**src/rtl/plab3_mem_domain_guard.sv**
```systemverilog
// plab3_mem_domain_guard: security filter between a blocking L1 cache memory
// port and main memory. It handles one line request at a time. A non-secure
// request that targets the secure address window is answered locally with
// fail=1 and never reaches memory. Every other request is forwarded, and the
// memory response is relayed back to the cache.
// Optional feature: define PLAB3_MEM_DOMAIN_GUARD_VIOLATION_CNT_EN to add a
// saturating 16-bit count of denied requests (viol_count).
module plab3_mem_domain_guard #(
    parameter int              p_opaque_nbits = 8,
    parameter int              abw            = 32,
    parameter int              clw            = 128,
    parameter logic [abw-1:0]  p_sec_base     = 'h0000_1000,
    parameter logic [abw-1:0]  p_sec_bound    = 'h0000_2000,
    localparam int             lw             = $clog2(clw/8),
    localparam int             req_nbits      = 3 + p_opaque_nbits + abw + lw + clw,
    localparam int             resp_nbits     = 3 + p_opaque_nbits + 2 + lw + clw
) (
    input  logic                  clk,
    input  logic                  reset,
    input  logic [req_nbits-1:0]  cmemreq_msg,
    input  logic                  cmemreq_val,
    output logic                  cmemreq_rdy,
    input  logic                  cmemreq_domain,
    output logic [resp_nbits-1:0] cmemresp_msg,
    output logic                  cmemresp_val,
    input  logic                  cmemresp_rdy,
    output logic                  cmemresp_domain,
    output logic                  fail,
    output logic [req_nbits-1:0]  memreq_msg,
    output logic                  memreq_val,
    input  logic                  memreq_rdy,
    output logic                  memreq_domain,
    input  logic [resp_nbits-1:0] memresp_msg,
    input  logic                  memresp_val,
    output logic                  memresp_rdy
`ifdef PLAB3_MEM_DOMAIN_GUARD_VIOLATION_CNT_EN
    ,
    output logic [15:0]           viol_count
`endif
);

    typedef enum logic [2:0] {IDLE, FWD, WAIT, RESP, DENY} state_t;

    state_t                state, state_next;
    logic [req_nbits-1:0]  req_reg;
    logic                  dom_reg;
    logic [resp_nbits-1:0] resp_reg;

    logic [abw-1:0]        in_addr;
    logic                  violating;
    logic                  accept;
    logic [resp_nbits-1:0] deny_msg;

    // The window test is an unsigned compare on the full address. An empty
    // window (base >= bound) can never match.
    assign in_addr   = cmemreq_msg[clw+lw +: abw];
    assign violating = !cmemreq_domain && (in_addr >= p_sec_base) && (in_addr < p_sec_bound);
    assign accept    = cmemreq_val && cmemreq_rdy;

    // A local denial echoes the request type and opaque. Test, len and data are zero.
    assign deny_msg = {req_reg[req_nbits-1 -: 3+p_opaque_nbits], 2'b00, {lw{1'b0}}, {clw{1'b0}}};

    // State register; reset abandons any transaction in flight.
    always_ff @(posedge clk or negedge reset) begin
        if (!reset) state <= IDLE;
        else        state <= state_next;
    end

    // Next-state logic: one transaction in flight; each response returns to IDLE.
    always_comb begin
        state_next = state;
        case (state)
            IDLE:    if (accept)       state_next = violating ? DENY : FWD;
            FWD:     if (memreq_rdy)   state_next = WAIT;
            WAIT:    if (memresp_val)  state_next = RESP;
            RESP:    if (cmemresp_rdy) state_next = IDLE;
            DENY:    if (cmemresp_rdy) state_next = IDLE;
            default:                   state_next = IDLE;
        endcase
    end

    // Capture the request on accept and the memory response in WAIT.
    always_ff @(posedge clk or negedge reset) begin
        if (!reset) begin
            req_reg  <= '0;
            dom_reg  <= 1'b0;
            resp_reg <= '0;
        end else begin
            if (accept) begin
                req_reg <= cmemreq_msg;
                dom_reg <= cmemreq_domain;
            end
            if (state == WAIT && memresp_val) resp_reg <= memresp_msg;
        end
    end

    // Outputs decode from state and registers only. The reset term in
    // cmemreq_rdy keeps the cache from handing over a request while the
    // guard is held in reset.
    always_comb begin
        cmemreq_rdy     = (state == IDLE) && reset;
        memreq_val      = (state == FWD);
        memreq_msg      = req_reg;
        memreq_domain   = (state == FWD) && dom_reg;
        memresp_rdy     = (state == WAIT);
        cmemresp_val    = (state == RESP) || (state == DENY);
        cmemresp_msg    = (state == DENY) ? deny_msg : resp_reg;
        cmemresp_domain = cmemresp_val && dom_reg;
        fail            = (state == DENY);
    end

`ifdef PLAB3_MEM_DOMAIN_GUARD_VIOLATION_CNT_EN
    // Saturating count of denied requests.
    always_ff @(posedge clk or negedge reset) begin
        if (!reset)                                  viol_count <= '0;
        else if (accept && violating && viol_count != 16'hFFFF) viol_count <= viol_count + 16'd1;
    end
`endif

endmodule

```
**config.mk**
```make
export PLATFORM = sky130hd
export DESIGN_NAME = plab3_mem_domain_guard
export DESIGN_NICKNAME = d
export VERILOG_FILES = /design/src/rtl/plab3_mem_domain_guard.sv
export SDC_FILE = /design/constraint.sdc
export NUM_CORES = 1
export LEC_CHECK = 0
export CORE_AREA = 2 2 255 257
export DETAILED_ROUTE_END_ITERATION = 8
export DIE_AREA = 0 0 257 259
export SYNTH_ARGS = -nofsm -noshare
export SYNTH_HDL_FRONTEND = slang
export SYNTH_SLANG_ARGS = --single-unit
```
**constraint.sdc**
```tcl
create_clock -name clk -period 1.77 [get_ports clk]
set_input_delay 0.2655 -clock clk [delete_from_list [all_inputs] [get_ports clk]]
set_output_delay 0.2655 -clock clk [all_outputs]
set_load 0.1 [all_outputs]
```
After elaboration in Yosys (flattened, before gate mapping) --
Index checks and enable logic that the tools add are counted.
Cells by class: equal/unequal tests 8, add/sub/neg operators 0, shift operators 0, bitwise logic cells 0, div/mod/pow operators 0, multipliers 0, multiplexer cells 7, order comparisons 2, reduce and logical (&&, ||, !) cells 12
Operators by type and width (number):
- two-way mux 145 bit | 1
- >= comparator 32 x 13 -> 1 bit, second input constant | 1
- less-than comparator 32 x 14 -> 1 bit, second input constant | 1
- two-way mux 3 bit | 5
- one-hot mux 3 bit (4 select lines) | 1
- logical AND 1 bit | 7
- == test 3 x 2 -> 1 bit, second input constant | 2
- inequality test 2 x 1 -> 1 bit, second input constant | 2
- inequality test 2 bit, second input constant | 2
- AND reduction 4 bit | 1
- == test 3 x 1 -> 1 bit, second input constant | 1
- == test 3 bit, second input constant | 1
- logical NOT 3 bit | 1
- OR reduction 2 bit | 1
- logical NOT 1 bit | 1
- logical OR 1 bit | 1
Word-level totals: latch bits 0, memories 0, memory bits (read-only) 0, bits in registers 324, bits in writable memories 0, input bits 327, output and inout port bits 327

Depth between registers and ports, before layout --
depth in word-level cells 6, mapped depth 7, mapped depth without buffers 4

Worst setup path after synthesis --
No wires, ideal clock.
path type reg2out, start reg state[0], end out memreq_domain, data required time 1505 ps, buffers on the path 1, arrival 3803 ps, path slack -2298 ps, stages on the path, launching flop included 4, cells stage by stage dfrtp_1 buf_2 nor3b_1 and2_1
On the way: word-level cells in the longest chain between the ends 2
RTL lines:
- start, declared | RTL line 44 | state_t state, state_next;
- start signal, assigned | RTL line 66 | else state <= state_next;
- == test 3 x 1 -> 1 bit
- via memreq_val | RTL line 30 | output logic memreq_val,
- logical AND 1 bit | RTL line 104 | memreq_domain = (state == FWD) && dom_reg;
- end, declared | RTL line 32 | output logic memreq_domain,
The timed path passes the listed nets, and every way through them passes these cells.

Final worst setup path --
start reg state[1], end out cmemresp_msg[144]
On the way: word-level cells in the longest chain between the ends 2
RTL lines:
- == test 3 bit | RTL line 107 | cmemresp_msg = (state == DENY) ? deny_msg : resp_reg;
- two-way mux 145 bit | RTL line 107
- end, declared | RTL line 24 | output logic [resp_nbits-1:0] cmemresp_msg,
Every way passes these cells.

==> impl_metrics.csv <==
group,metric,value,unit
synthesis,yosys_most_used_dff,"dfrtp_1",
die,initial_core_util,0.216,
clock_network,clock_path_buffers,3,
synthesis,syn-num-nets,1198,
critical_path,crit_fanout,11,
synthesis,synth_cell_type_count,26,
critical_path,r2r_cells,10,
synthesis,netlist.area_leader.share,0.589,
die,dieWidth,257,um
timing,tightest_slew,1.26,ns
routing,wl_per_cell,20.9,um
global_route,antenna_found_initial,6,
global_route,gr-total-overflow,0,
die,ioPinCount,654,
synthesis,yosysWarningCount,0,
routing,vias,10300,
routing,wl,53000,um
cells_and_area,final_nets,1975,
worst_hold_path,hold_class,"input port to flip-flop",
timing,setup_ws,-0.599,ns
timing,skew,0.0237,ns
synthesis,synthTopCellsByCount,"dfrtp_1 (324), mux2_2 (203), nor2b_1 (135), mux2_4 (118), buf_6 (29)",
run_status,status,"finished with violations",
clock_network,numCtsBuffers,40,
synthesis,avgSynthCellArea,15.8,sq um
synthesis,synth_mux_area_frac,0.304,
timing,finalHoldViolations,0,
global_route,grt_usage,0.150,
cells_and_area,syn_to_final_growth,111,%
clock_network,cts_sinks,324,
timing,fin_crit,2.37,ns
routing,via_per_inst,4.05,
worst_hold_path,worstHoldEndpoint,"memreq_msg[89]",
synthesis,yosysMostFrequentCell,"dfrtp_1",
timing,rsz0062_at_grt,"yes",
synthesis,synth_area_leader_cell,"dfrtp_1",
synthesis,synth-simple-area-share,0.0722,
critical_path,end_kind,"output port",
timing,slew_headroom,0.160,
timing,slew_violations,0,
global_route,grt_pass1_vias,11700,
synthesis,synthAdderAreaFrac,0,
critical_path,r2r_slack,-0.59,ns
global_route,grt_pass1_wl,76400,um
critical_path,arrival,2.10,ns
synthesis,synth-edff-count,0,
global_route,grt_max_degree,133,
die,core,63900,sq um
placement,io_buffers,653,
critical_path,r2r-end,"memreq_msg[166]",
critical_path,setup.worst_path.class,"flip-flop to output port",
cells_and_area,largest_reg_flops,175,
clock_network,clk_pin_slew_worst_paths,0.06,ns
run_status,violations,"setup timing",
clock_network,clk_latency,0.56,ns
synthesis,synth_top_family_by_area,"multiplexers",
synthesis,synth-compound-area-share,0.00291,
timing,finalCritPeriodShare,1.34,
synthesis,synthCells,871,
routing,ant_nets,0,
clock_network,cts_tree,"yes",
clock_network,clockRootBuffer,"clkbuf_16",
synthesis,yosysSeqAreaShare,0.589,
timing,setup_viol,470,
placement,dp_hpwl,36500,um
critical_path,r2r-start,"state[1]",
synthesis,async_flop_share,1.00,
synthesis,synth_area_leaders,"dfrtp_1 (59%), mux2_2 (17%), mux2_4 (13%)",
synthesis,synth-xor-area-share,0,
placement,place_congestion,0.800,
die,dieArea,66600,sq um
critical_path,critPathLaunchType,"flip-flop",
critical_path,crit_required,1.50,ns
die,die-height,259,um
timing,whs,0.309,ns
synthesis,synth_seq_cells,324,
cells_and_area,drive_above_1_share,0.594,
worst_hold_path,hp-start,"cmemreq_msg[89]",
flow_run,drv_cap,0,
timing,fmax,0.422,GHz
worst_hold_path,whs_path_depth,2,
clock_network,ctsHtreeMaxLevel,2,
routing,drt_iter0_drc,319,
synthesis,syn_area,13800,sq um
routing,drt_pre_antenna_iters,4,
die,rows,93,
routing,route.detailed.drc,0,
cells_and_area,n_fill_cell,5409,
## through the flow
| step | utilization | cells | setup slack (ns) | setup TNS (ns) | cell area, sq um |
|---|---|---|---|---|---|
| 5_1_grt | 0.455 | 2537 | -0.677 | -223.31 | 29100 |
| 2_1_floorplan | - | 871 | -0.875 | -277.76 | 15500 |
| 3_5_place_dp | 0.406 | 2385 | -0.209 | -23.76 | 26000 |
| 6_report | 0.455 | 2537 | -0.599 | -186.67 | 29100 |
| 4_1_cts | 0.444 | 2502 | -0.655 | -152.02 | 28400 |
| 3_3_place_gp | 0.406 | 2385 | -0.348 | -16.27 | 26000 |
## critical path, stage by stage, from the launching register on
cell	delay (ns)
dfrtp_1	0.41
nor3b_4	0.25
buf_4	0.16
buf_12	0.19
mux2_4	0.33
buf_12	0.16
## kinds of logic after synthesis
logic type      after synthesis
compound gates                6
buf+inv                      53
flops                       324
mux                         333
simple gates                155
## cells in the final DEF (no fill, tap or decap), types with 2 or more instances in the layout
master | Yosys | routed
buf_12 | 0 | 330
clkdlybuf4s50_1 | 0 | 325
dfrtp_1 | 324 | 322
mux2_4 | 118 | 284
nor2b_4 | 0 | 127
buf_4 | 2 | 67
clkbuf_16 | 0 | 56
mux2_2 | 203 | 47
buf_16 | 0 | 23
buf_6 | 29 | 17
clkbuf_1 | 13 | 15
nor2b_2 | 0 | 7
clkinv_2 | 0 | 7
nand2_8 | 0 | 6
clkinvlp_4 | 0 | 4
clkbuf_8 | 0 | 4
buf_8 | 0 | 4
diode_2 | 0 | 3
nor3b_4 | 0 | 3
and2_4 | 0 | 3
nor4_1 | 3 | 3
nor4b_1 | 3 | 3
nand2_1 | 2 | 2
a21oi_1 | 2 | 2
bufbuf_16 | 0 | 2
dfrtp_2 | 0 | 2
## worst max-delay path by stage
| stage | slack (ns) | to | depth (start not counted) | startpoint |
|---|---|---|---|---|
| 6_report | -0.60 | cmemresp_msg[144] | 5 | state[1] |
| 5_1_grt | -0.68 | cmemresp_msg[135] | 5 | state[1] |
| 4_1_cts | -0.66 | cmemresp_msg[143] | 5 | state[0] |
| 3_5_place_dp | -0.21 | state[2] | 6 | cmemreq_msg[144] |
| 3_3_place_gp | -0.35 | state[2] | 7 | cmemreq_msg[151] |
| 2_1_floorplan | -0.87 | memreq_msg[164] | 6 | state[1] |
## layer usage
layer / share of wire / track usage / vias up
met5: 0.00066 / 0 / -
met4: 0.031 / 0.0539 / 6
met3: 0.075 / 0.0522 / 87
met2: 0.52 / 0.262 / 424
met1: 0.37 / 0.170 / 5177
li1: - / - / 4570
## what timing repair did
| action | 4_1_cts | 5_1_grt |
|---|---|---|
| gates cloned | 21 | 22 |
| pin swaps | 4 | 4 |
| endpoints found under the setup margin | 326 | 471 |
| gates resized for setup | 100 | 40 |
| endpoints found under the hold margin | 90 | 0 |
| hold buffers | 1 | 0 |
| setup buffers | 22 | 15 |
## final cells by class
cell class	instances	area [sq um]	area share
diodes	3	7.51	0.000258
clock inverters	12	81.3	0.00280
well taps	855	1070	0.0368
flip-flops and latches	324	8110	0.279
multi-input cells	499	6980	0.240
repair buffers	783	11700	0.401
clock buffers	61	1160	0.0400
Power of run 1 is not shown: default switching activity piles up to over one toggle a cycle in this logic, so the estimate is an artifact.
